`src/rtl/redmule_pkg.sv`:
```
// Shared types and constants for the RedMulE job-offload front end.
package redmule_pkg;

  // Default job shape: X, W, Z addresses, MCFIG0, MCFIG1, MACFG.
  localparam int unsigned CTX_N_REGS = 6;
  localparam int unsigned CTX_ID_W   = 8;

  // Control registers sit directly past the staging block.
  localparam int unsigned CTX_COMMIT_REL = 0;
  localparam int unsigned CTX_STATUS_REL = 1;

  // STATUS word bit positions.
  localparam int unsigned CTX_STATUS_OCC_LSB     = 0;
  localparam int unsigned CTX_STATUS_OCC_W       = 8;
  localparam int unsigned CTX_STATUS_FULL_BIT    = 8;
  localparam int unsigned CTX_STATUS_RUNNING_BIT = 9;
  localparam int unsigned CTX_STATUS_OVERFL_BIT  = 10;
  localparam int unsigned CTX_STATUS_NEXTID_LSB  = 16;

  // One queued job: staging snapshot plus the ID it was committed under.
  typedef struct packed {
    logic [CTX_N_REGS-1:0][31:0] regs;
    logic [CTX_ID_W-1:0]         id;
  } ctx_job_t;

  // STATUS register layout, MSB first.
  typedef struct packed {
    logic [15:0] next_id;
    logic [4:0]  reserved;
    logic        overflow;
    logic        running;
    logic        full;
    logic [7:0]  occupancy;
  } ctx_queue_status_t;

endpackage

```
`src/rtl/redmule_ctx_fifo.sv`:
```
// Generic job storage: DEPTH entries, wrapping pointers, occupancy count.
// A push on a full queue is accepted when a pop frees a slot the same cycle.
module redmule_ctx_fifo #(
  parameter int unsigned DEPTH  = 2,
  parameter int unsigned DATA_W = 8,
  parameter int unsigned OCC_W  = $clog2(DEPTH + 1)
) (
  input  logic              clk_i,
  input  logic              rst_ni,
  input  logic              clear_i,
  input  logic              push_i,
  input  logic              pop_i,
  input  logic [DATA_W-1:0] data_i,
  output logic [DATA_W-1:0] data_o,
  output logic              empty_o,
  output logic              full_o,
  output logic [OCC_W-1:0]  occupancy_o
);

  localparam int unsigned PTR_W = (DEPTH > 1) ? $clog2(DEPTH) : 1;

  logic [DATA_W-1:0] mem_r [DEPTH];
  logic [PTR_W-1:0]  wr_ptr_r;
  logic [PTR_W-1:0]  rd_ptr_r;
  logic [OCC_W-1:0]  occ_r;
  logic              pop_acc_s;
  logic              push_acc_s;

  // Pointers wrap at DEPTH-1 so non power-of-two depths work.
  function automatic logic [PTR_W-1:0] ptr_next(input logic [PTR_W-1:0] ptr);
    return (ptr == PTR_W'(DEPTH - 1)) ? PTR_W'(0) : ptr + PTR_W'(1);
  endfunction

  assign empty_o     = (occ_r == OCC_W'(0));
  assign full_o      = (occ_r == OCC_W'(DEPTH));
  assign occupancy_o = occ_r;
  assign data_o      = mem_r[rd_ptr_r];

  // Qualify push/pop against the current fill level.
  always_comb begin
    pop_acc_s  = pop_i & ~empty_o;
    push_acc_s = push_i & (~full_o | pop_acc_s);
  end

  // Storage, pointers and occupancy update.
  always_ff @(posedge clk_i or negedge rst_ni) begin
    if (!rst_ni) begin
      for (int i = 0; i < int'(DEPTH); i++) mem_r[i] <= '0;
      wr_ptr_r <= '0;
      rd_ptr_r <= '0;
      occ_r    <= '0;
    end else if (clear_i) begin
      for (int i = 0; i < int'(DEPTH); i++) mem_r[i] <= '0;
      wr_ptr_r <= '0;
      rd_ptr_r <= '0;
      occ_r    <= '0;
    end else begin
      if (push_acc_s) begin
        mem_r[wr_ptr_r] <= data_i;
        wr_ptr_r        <= ptr_next(wr_ptr_r);
      end
      if (pop_acc_s) begin
        rd_ptr_r <= ptr_next(rd_ptr_r);
      end
      case ({push_acc_s, pop_acc_s})
        2'b10:   occ_r <= occ_r + OCC_W'(1);
        2'b01:   occ_r <= occ_r - OCC_W'(1);
        default: occ_r <= occ_r;
      endcase
    end
  end

endmodule

```
`src/rtl/redmule_ctx_queue.sv`:
```
// RedMulE job-offload front end: staging registers written over a 32-bit
// register port are committed as ID-tagged jobs into a queue; the controller
// pops jobs and reports completion, which raises an event with the job ID.
module redmule_ctx_queue
  import redmule_pkg::*;
#(
  parameter int unsigned N_CONTEXT = 2,
  parameter int unsigned N_REGS    = CTX_N_REGS,
  parameter int unsigned ID_W      = CTX_ID_W,
  parameter int unsigned AW        = $clog2(N_REGS + 2)
) (
  input  logic                 clk_i,
  input  logic                 rst_ni,
  input  logic                 clear_i,
  input  logic                 cfg_req_i,
  input  logic                 cfg_we_i,
  input  logic [AW-1:0]        cfg_addr_i,
  input  logic [31:0]          cfg_wdata_i,
  output logic [31:0]          cfg_rdata_o,
  output logic                 cfg_rvalid_o,
  output logic                 job_valid_o,
  input  logic                 job_ready_i,
  output logic [N_REGS*32-1:0] job_regs_o,
  output logic [ID_W-1:0]      job_id_o,
  input  logic                 done_i,
  output logic                 evt_o,
  output logic [ID_W-1:0]      evt_id_o,
  output logic                 busy_o
);

  localparam int unsigned OCC_W  = $clog2(N_CONTEXT + 1);
  localparam int unsigned JOB_W  = N_REGS * 32 + ID_W;
  localparam logic [AW-1:0] COMMIT_ADDR = AW'(N_REGS + CTX_COMMIT_REL);
  localparam logic [AW-1:0] STATUS_ADDR = AW'(N_REGS + CTX_STATUS_REL);

  logic [31:0]         staging_r [N_REGS];
  logic [ID_W-1:0]     next_id_r;
  logic                overflow_r;
  logic                running_r;
  logic [ID_W-1:0]     running_id_r;
  logic                evt_r;
  logic [ID_W-1:0]     evt_id_r;
  logic [31:0]         rdata_r;
  logic                rvalid_r;

  logic                wr_s;
  logic                rd_s;
  logic                commit_s;
  logic                pop_s;
  logic                push_s;
  logic                drop_s;
  logic                empty_s;
  logic                full_s;
  logic [OCC_W-1:0]    occ_s;
  logic [N_REGS*32-1:0] regs_flat_s;
  logic [JOB_W-1:0]    job_in_s;
  logic [JOB_W-1:0]    job_out_s;
  logic [31:0]         staging_rd_s;
  ctx_queue_status_t   status_s;
  logic [31:0]         rdata_s;

  // Port decode and queue handshake qualification.
  always_comb begin
    wr_s     = cfg_req_i & cfg_we_i;
    rd_s     = cfg_req_i & ~cfg_we_i;
    commit_s = wr_s & (cfg_addr_i == COMMIT_ADDR);
    pop_s    = ~empty_s & job_ready_i;
    push_s   = commit_s & (~full_s | pop_s);
    drop_s   = commit_s & full_s & ~pop_s;
  end

  // Pack staging into a job word laid out like ctx_job_t (regs above id).
  always_comb begin
    regs_flat_s = '0;
    for (int i = 0; i < int'(N_REGS); i++) regs_flat_s[i*32 +: 32] = staging_r[i];
    job_in_s = {regs_flat_s, next_id_r};
  end

  redmule_ctx_fifo #(
    .DEPTH  (N_CONTEXT),
    .DATA_W (JOB_W),
    .OCC_W  (OCC_W)
  ) i_fifo (
    .clk_i       (clk_i),
    .rst_ni      (rst_ni),
    .clear_i     (clear_i),
    .push_i      (push_s),
    .pop_i       (pop_s),
    .data_i      (job_in_s),
    .data_o      (job_out_s),
    .empty_o     (empty_s),
    .full_o      (full_s),
    .occupancy_o (occ_s)
  );

  assign job_valid_o  = ~empty_s;
  assign job_regs_o   = job_out_s[JOB_W-1:ID_W];
  assign job_id_o     = job_out_s[ID_W-1:0];
  assign busy_o       = ~empty_s | running_r;
  assign evt_o        = evt_r;
  assign evt_id_o     = evt_id_r;
  assign cfg_rdata_o  = rdata_r;
  assign cfg_rvalid_o = rvalid_r;

  // Staging registers; retained across commits.
  always_ff @(posedge clk_i or negedge rst_ni) begin
    if (!rst_ni) begin
      for (int i = 0; i < int'(N_REGS); i++) staging_r[i] <= 32'h0;
    end else if (clear_i) begin
      for (int i = 0; i < int'(N_REGS); i++) staging_r[i] <= 32'h0;
    end else begin
      for (int i = 0; i < int'(N_REGS); i++) begin
        if (wr_s && (cfg_addr_i == AW'(i))) staging_r[i] <= cfg_wdata_i;
      end
    end
  end

  // ID counter advances only on accepted commits; a dropped commit is sticky-flagged.
  always_ff @(posedge clk_i or negedge rst_ni) begin
    if (!rst_ni) begin
      next_id_r  <= '0;
      overflow_r <= 1'b0;
    end else if (clear_i) begin
      next_id_r  <= '0;
      overflow_r <= 1'b0;
    end else begin
      if (push_s) next_id_r <= next_id_r + ID_W'(1);
      if (drop_s) overflow_r <= 1'b1;
    end
  end

  // Running flag and completion event; a pop with done_i completes the old job.
  always_ff @(posedge clk_i or negedge rst_ni) begin
    if (!rst_ni) begin
      running_r    <= 1'b0;
      running_id_r <= '0;
      evt_r        <= 1'b0;
      evt_id_r     <= '0;
    end else if (clear_i) begin
      running_r    <= 1'b0;
      running_id_r <= '0;
      evt_r        <= 1'b0;
      evt_id_r     <= '0;
    end else begin
      evt_r <= done_i & running_r;
      if (done_i && running_r) evt_id_r <= running_id_r;
      if (pop_s) begin
        running_r    <= 1'b1;
        running_id_r <= job_id_o;
      end else if (done_i) begin
        running_r <= 1'b0;
      end
    end
  end

  // Read mux: staging, COMMIT (next_id), STATUS, otherwise zero.
  always_comb begin
    staging_rd_s = 32'h0;
    for (int i = 0; i < int'(N_REGS); i++) begin
      staging_rd_s = staging_rd_s | ((cfg_addr_i == AW'(i)) ? staging_r[i] : 32'h0);
    end
    status_s           = '0;
    status_s.occupancy = 8'(occ_s);
    status_s.full      = full_s;
    status_s.running   = running_r;
    status_s.overflow  = overflow_r;
    status_s.next_id   = 16'(next_id_r);
    if (cfg_addr_i == COMMIT_ADDR) begin
      rdata_s = 32'(next_id_r);
    end else if (cfg_addr_i == STATUS_ADDR) begin
      rdata_s = status_s;
    end else if (cfg_addr_i < AW'(N_REGS)) begin
      rdata_s = staging_rd_s;
    end else begin
      rdata_s = 32'h0;
    end
  end

  // Registered read response; data holds until the next read.
  always_ff @(posedge clk_i or negedge rst_ni) begin
    if (!rst_ni) begin
      rdata_r  <= 32'h0;
      rvalid_r <= 1'b0;
    end else if (clear_i) begin
      rdata_r  <= 32'h0;
      rvalid_r <= 1'b0;
    end else begin
      rvalid_r <= rd_s;
      if (rd_s) rdata_r <= rdata_s;
    end
  end

endmodule

```
`config.mk`:
```
export PLATFORM = sky130hd
export DESIGN_NAME = redmule_ctx_queue
export DESIGN_NICKNAME = d
export VERILOG_FILES = /design/src/rtl/redmule_pkg.sv /design/src/rtl/redmule_ctx_fifo.sv /design/src/rtl/redmule_ctx_queue.sv
export SDC_FILE = /design/constraint.sdc
export NUM_CORES = 1
export LEC_CHECK = 0
export BUFFER_PORTS_ARGS = -buffer_cell sky130_fd_sc_hd__buf_2
export CORE_ASPECT_RATIO = 0.75
export CORE_MARGIN = 3
export CORE_UTILIZATION = 60
export CTS_CLUSTER_SIZE = 10
export DETAILED_ROUTE_END_ITERATION = 10
export PLACE_DENSITY = 0.83
export SLEW_MARGIN = 30
export SYNTH_ARGS = -nofsm -noshare
export SYNTH_HDL_FRONTEND = slang
export SYNTH_SLANG_ARGS = --single-unit
```
`constraint.sdc`:
```
create_clock -name clk_i -period 4.06 [get_ports clk_i]
set_clock_uncertainty 0.15 [all_clocks]
set_input_delay 0.203 -clock clk_i [delete_from_list [all_inputs] [get_ports clk_i]]
set_output_delay 0.203 -clock clk_i [all_outputs]
set_load 0.02 [all_outputs]
```
Yosys cells after proc, flatten, opt, wreduce, memory -nomap -nowiden
Index checks and enable logic that the tools add are counted.
{"block": "word_totals", "reg_bits": 656, "out_inout_bits": 244, "word_cells": 134}
{"block": "op_classes", "add_sub_neg": 5, "order_cmp": 4, "n_eq_ne": 10, "mux": 47, "bitwise": 24, "reduce_logical": 25}
{"operator": "200-bit 2-to-1 mux", "count": 4}
{"operator": "400-bit 2-to-1 mux", "count": 2}
{"operator": "32-bit 2-to-1 mux", "count": 17}
{"operator": "400-bit bitwise mux", "count": 1}
{"operator": "200-bit demux with 1-bit select", "count": 1}
{"operator": "192-bit 2-to-1 mux", "count": 1}
{"operator": "32-bit bitwise OR", "count": 5}
{"operator": "8-bit 2-to-1 mux", "count": 6}
{"operator": "2-bit nonzero test", "count": 13}
{"operator": "1-bit 2-to-1 mux", "count": 13}
{"operator": "3-bit equality test (second input constant)", "count": 4}
{"operator": "1-bit bitwise AND", "count": 10}
{"operator": "8-bit by 1-bit adder with 8-bit output (second input constant)", "count": 1}
{"operator": "1-bit logical AND", "count": 8}
{"operator": "3-bit by 2-bit equality test with 1-bit output (second input constant)", "count": 2}
{"operator": "3-bit nonzero test", "count": 2}
{"operator": "2-bit equality test (second input constant)", "count": 2}
{"operator": "2-bit greater-or-equal comparator (second input constant)", "count": 2}
{"operator": "1-bit inverter", "count": 4}
{"operator": "1-bit inverter with 2-bit output", "count": 2}
{"operator": "2-bit case mux with 2 select lines", "count": 1}
{"operator": "3-bit by 1-bit equality test with 1-bit output (second input constant)", "count": 1}
{"operator": "3-bit logical NOT", "count": 1}
{"operator": "3-bit < comparator (second input constant)", "count": 1}
{"operator": "8 further kinds", "count": 11}

Logic depth before layout (Yosys ltp)
{"block": "depth", "depth_word": 12, "depth_mapped": 8, "ltp_nobuf": 5}

Cells and area by module
From an unflattened synthesis, not the netlist that was laid out.
{"block": "hier_totals", "cells_unflattened": 2440, "hier_area_um2": 28541.1}
{"module": "redmule_ctx_fifo", "instances": 1, "cells_per_inst": 1143, "area_each_um2": 16893.7, "seq_area_each_um2": 10109.7}
{"module": "redmule_ctx_queue", "instances": 1, "cells_per_inst": 1297, "area_each_um2": 11647.4, "seq_area_each_um2": 6306.0}

Least setup slack after synthesis
OpenSTA, ideal clock, no wires.
{"block": "synth_path", "kind": "flip-flop to output port", "start": "reg i_fifo.rd_ptr_r", "end": "out job_regs_o[100]", "t_arrival_ns": 1.403, "t_required_ns": 3.707, "path_slack_ns": 2.304, "stages_incl_launch_ff": 4, "n_path_buf": 2, "path_cell_list": "dfrtp_1 -> clkbuf_1 -> clkbuf_1 -> mux2_2"}
{"block": "synth_via", "elab_chain_cells": 4}
{"element": "start: declaration", "line_no": "redmule_ctx_fifo.sv:24", "source": "logic [PTR_W-1:0] rd_ptr_r;"}
{"element": "start signal: assignment", "line_no": "redmule_ctx_fifo.sv:63", "source": "rd_ptr_r <= ptr_next(rd_ptr_r);"}
{"element": "1-bit inverter with 2-bit output (implied by the code)", "line_no": "redmule_ctx_fifo.sv:37", "source": "assign data_o = mem_r[rd_ptr_r];"}
{"element": "200-bit 2-to-1 mux (implied by the code) (3 in series)", "line_no": "redmule_ctx_fifo.sv:37"}
{"element": "end: declaration", "line_no": "redmule_ctx_queue.sv:23", "source": "output logic [N_REGS*32-1:0] job_regs_o,"}
Every way passes these cells. The select of a mux whose other input is x is not followed.

Worst setup path after layout
{"block": "layout_path", "start": "reg i_fifo.rd_ptr_r", "end": "out job_regs_o[70]"}
The elaborated chain is that of the path after synthesis.

==> impl_metrics.toml <==
[clock_tree]
cts_max_path_buffers = 3
h-tree-depth = 3
numCtsBuffers = 75
cts_root_buf = "clkbuf_16"
clk_pin_slew_worst_paths_ns = 0.06
cts_resized = 0
insertion_delay_ns = 0.63
cts.sinks = 656
cts_tree = "done"

[sta]
slew-limit-headroom = 0.318
fin_ws_ns = 1.17
rsz0062_at_grt = "no"
timing.fmax_ghz = 0.347
setup_tns_ns = 0
setup_viol = 0
tightest_slew_ns = 1.02
finalWorstPathRequiredPeriod_ns = 2.89
finalHoldViolCount = 0
maxSlewViolCount = 0
hold_slack_ns = 0.0613
finalCritPeriodShare = 0.711

[layout]
drive_gt1_frac = 0.192
fin_cells = 4115
regArea_um2 = 16400
nets = 3500
multi_input_area_um2 = 12400
fillCellCount = 3542
areaGrowthSynthToFinish_pct = 13.6

[drt]
topRoutingLayerUsed = "met5"
routed-wl-met3_um = 12800
wl_um = 98900
wl_met1_um = 36800
vias = 26000
first_pass_iters = 7
antenna_left = 0
drt_iter0_markers = 3602
drc = 0
wl_per_cell_um = 24.0
wl_met2_um = 43300
routed_via_density = 6.31

[power_and_ir_drop]
power_frac_comb = 0.052
pwr-share-seq = 0.502
power.density_nw_per_um2 = 388
power.leakage_nw = 15.2
p_int_mw = 10.1
total_power_mw = 13.2
ir_worst_vdd_uv = 302
p_sw_frac = 0.238
pwr-share-clk = 0.446
switchingPower_mw = 3.15

[logic_synthesis]
ys_types = 60
netlist_area_um2 = 30000
synth_seq_cells = 656
syn_nets = 3305
synth-async-reset-ratio = 1.00
netlist_instances = 3262
synth-edff-count = 0
yosysWarnings = 0
synth.avg_cell_area_um2 = 9.20
synthDominantCellAreaShare = 0.547
seq_area_frac_synth = 0.547
synth.largest_area_cell = "dfrtp_1"
synth_most_common_cell = "nand2_1"
synthTopCellsByCount = "1,214 x nand2_1, 656 x dfrtp_1, 638 x a21oi_1"
ys.flop_type = "dfrtp_1"
synth_area_leaders = "dfrtp_1 55%, nand2_1 15%, a21oi_1 11%, mux2_2 8.0%, clkbuf_1 1.7%"

[setup_path]
end_kind = "output port"
cp.required_ns = 3.71
crit_type = "flip-flop to output port"
worst_setup_path_start_kind = "flip-flop"
crit_arrival_ns = 2.53
r2r-start = "i_fifo.occupancy_o[0]$_DFFE_PN0P_"
cp_max_fo = 47
timing.rr.end = "i_fifo.mem_r[293]$_DFFE_PN0P_"
rrSetupSlack_ns = 1.39
reg2regPathDepth = 5

[run_status]
status = "completed"

[min_path]
min-delay-start = "cfg_addr_i[0]"
min_to = "cfg_rdata_o[9]$_DFFE_PN0P_"
hold_class = "input pin to flip-flop"
worstHoldPathCells = 4

[job]
max_cap_violations = 0

[floorplan]
die_area_um2 = 52800
core_area_um2 = 49000
die_w_um = 264
start_util = 0.612
die_h_um = 200
io_pins = 286
rows = 70

[global_route]
grt_first_pass_wirelength_um = 150000
overflow = 0
grt_max_degree = 222
grt_usage = 0.373
antenna_found_initial = 5
first_global_vias = 25100

[placed_design]
gp_congestion = 1.04
pre_cts_ws_ns = 1.40
hpwlAfterDp_um = 64600
port_buffers = 285
placed_cells = 3987
[critical path: stages (launching register included)]
cell	delay, ns
dfrtp_4	0.93
buf_12	0.31
mux2_2	0.40
buf_2	0.17
[cells in the final DEF, fill, tap and decap left out, types with 10 or more instances in the layout]
master         instances
clkbuf_16             76
nor2_1                39
buf_4                 37
mux4_2                12
buf_2                282
mux2i_1               45
nand2_1             1214
inv_1                 10
nand3_1               22
a221oi_1              12
o21ai_0               14
mux2_2               212
dlygate4sd3_1         40
dfrtp_1              655
buf_12                15
a21oi_1              637
[how the worst max path moves through the flow]
| stage | cells past startpoint | from | endpoint | slack [ns] |
|---|---|---|---|---|
| 6_report | 3 | i_fifo.rd_ptr_r$_DFFE_PN0P_ | job_regs_o[70] | 1.17 |
| 5_1_grt | 3 | i_fifo.rd_ptr_r$_DFFE_PN0P_ | job_regs_o[162] | 1.13 |
| 4_1_cts | 3 | i_fifo.rd_ptr_r$_DFFE_PN0P_ | job_regs_o[161] | 1.17 |
| 3_5_place_dp | 6 | cfg_addr_i[2] | i_fifo.mem_r[286]$_DFFE_PN0P_ | 1.40 |
| 3_3_place_gp | 6 | cfg_addr_i[2] | job_in_s[183]$_DFFE_PN0P_ | 1.41 |
| 2_1_floorplan | 3 | i_fifo.rd_ptr_r$_DFFE_PN0P_ | job_regs_o[100] | 2.30 |
[sequential cells by signal, indices dropped and copies added, names as in the netlist, 2 cells and up]
signal              flops
evt_id_o                8
next_id_r               8
cfg_rdata_o            32
running_id_r            8
i_fifo.occupancy_o      2
job_in_s              192
i_fifo.mem_r          400
[per-stage QoR]
stage               cell area, um2  utilization
floorplan                    30000            -
global placement             31700        0.646
detailed placement           31700        0.646
CTS                          34000        0.694
global route                 34100        0.695
finish                       34100        0.695
[repair_timing]
| item | in CTS | in global routing |
|---|---|---|
| buffers inserted | 0 | 0 |
| hold endpoints to repair | 352 | 38 |
| hold buffers | 39 | 1 |
[power groups by stage]
stage	logic [mW]	clock network, mW	registers, mW
2_1_floorplan	0.295	0	6.72
3_3_place_gp	0.625	0	6.74
3_5_place_dp	0.628	0	6.75
4_1_cts	0.660	5.90	6.63
5_1_grt	0.726	6.17	6.63
6_report	0.688	5.90	6.64
[layout make-up]
cell class,count,share of cell area
Clock buffer,80,0.0565
Sequential cell,656,0.482
Tap cell,648,0.0238
Clock inverter,6,0.00176
Inverter,13,0.00143
Multi-Input combinational cell,2333,0.363
Timing Repair Buffer,378,0.0721
Antenna cell,1,0.0000734
[cell families (layout without fill, tap and decap cells)]
kind of cell	count (synthesis)	count (layout)	share of synthesized area
mux	270	270	0.104
buf+inv	273	477	0.0432
other cells	0	1	0
simple gates	1326	1326	0.174
xor+xnor	6	6	0.00175
compound gates	730	730	0.130
flops	656	656	0.547
fa+ha+maj	1	1	0.000417
[metal layers]
| metal | up-vias | track usage |
|---|---|---|
| li1 | 11300 | - |
| met1 | 12700 | 0.501 |
| met2 | 1668 | 0.549 |
| met3 | 367 | 0.123 |
| met4 | 10 | 0.183 |
| met5 | - | 0.0180 |
Note: power is estimated with default switching activity, not from simulation.
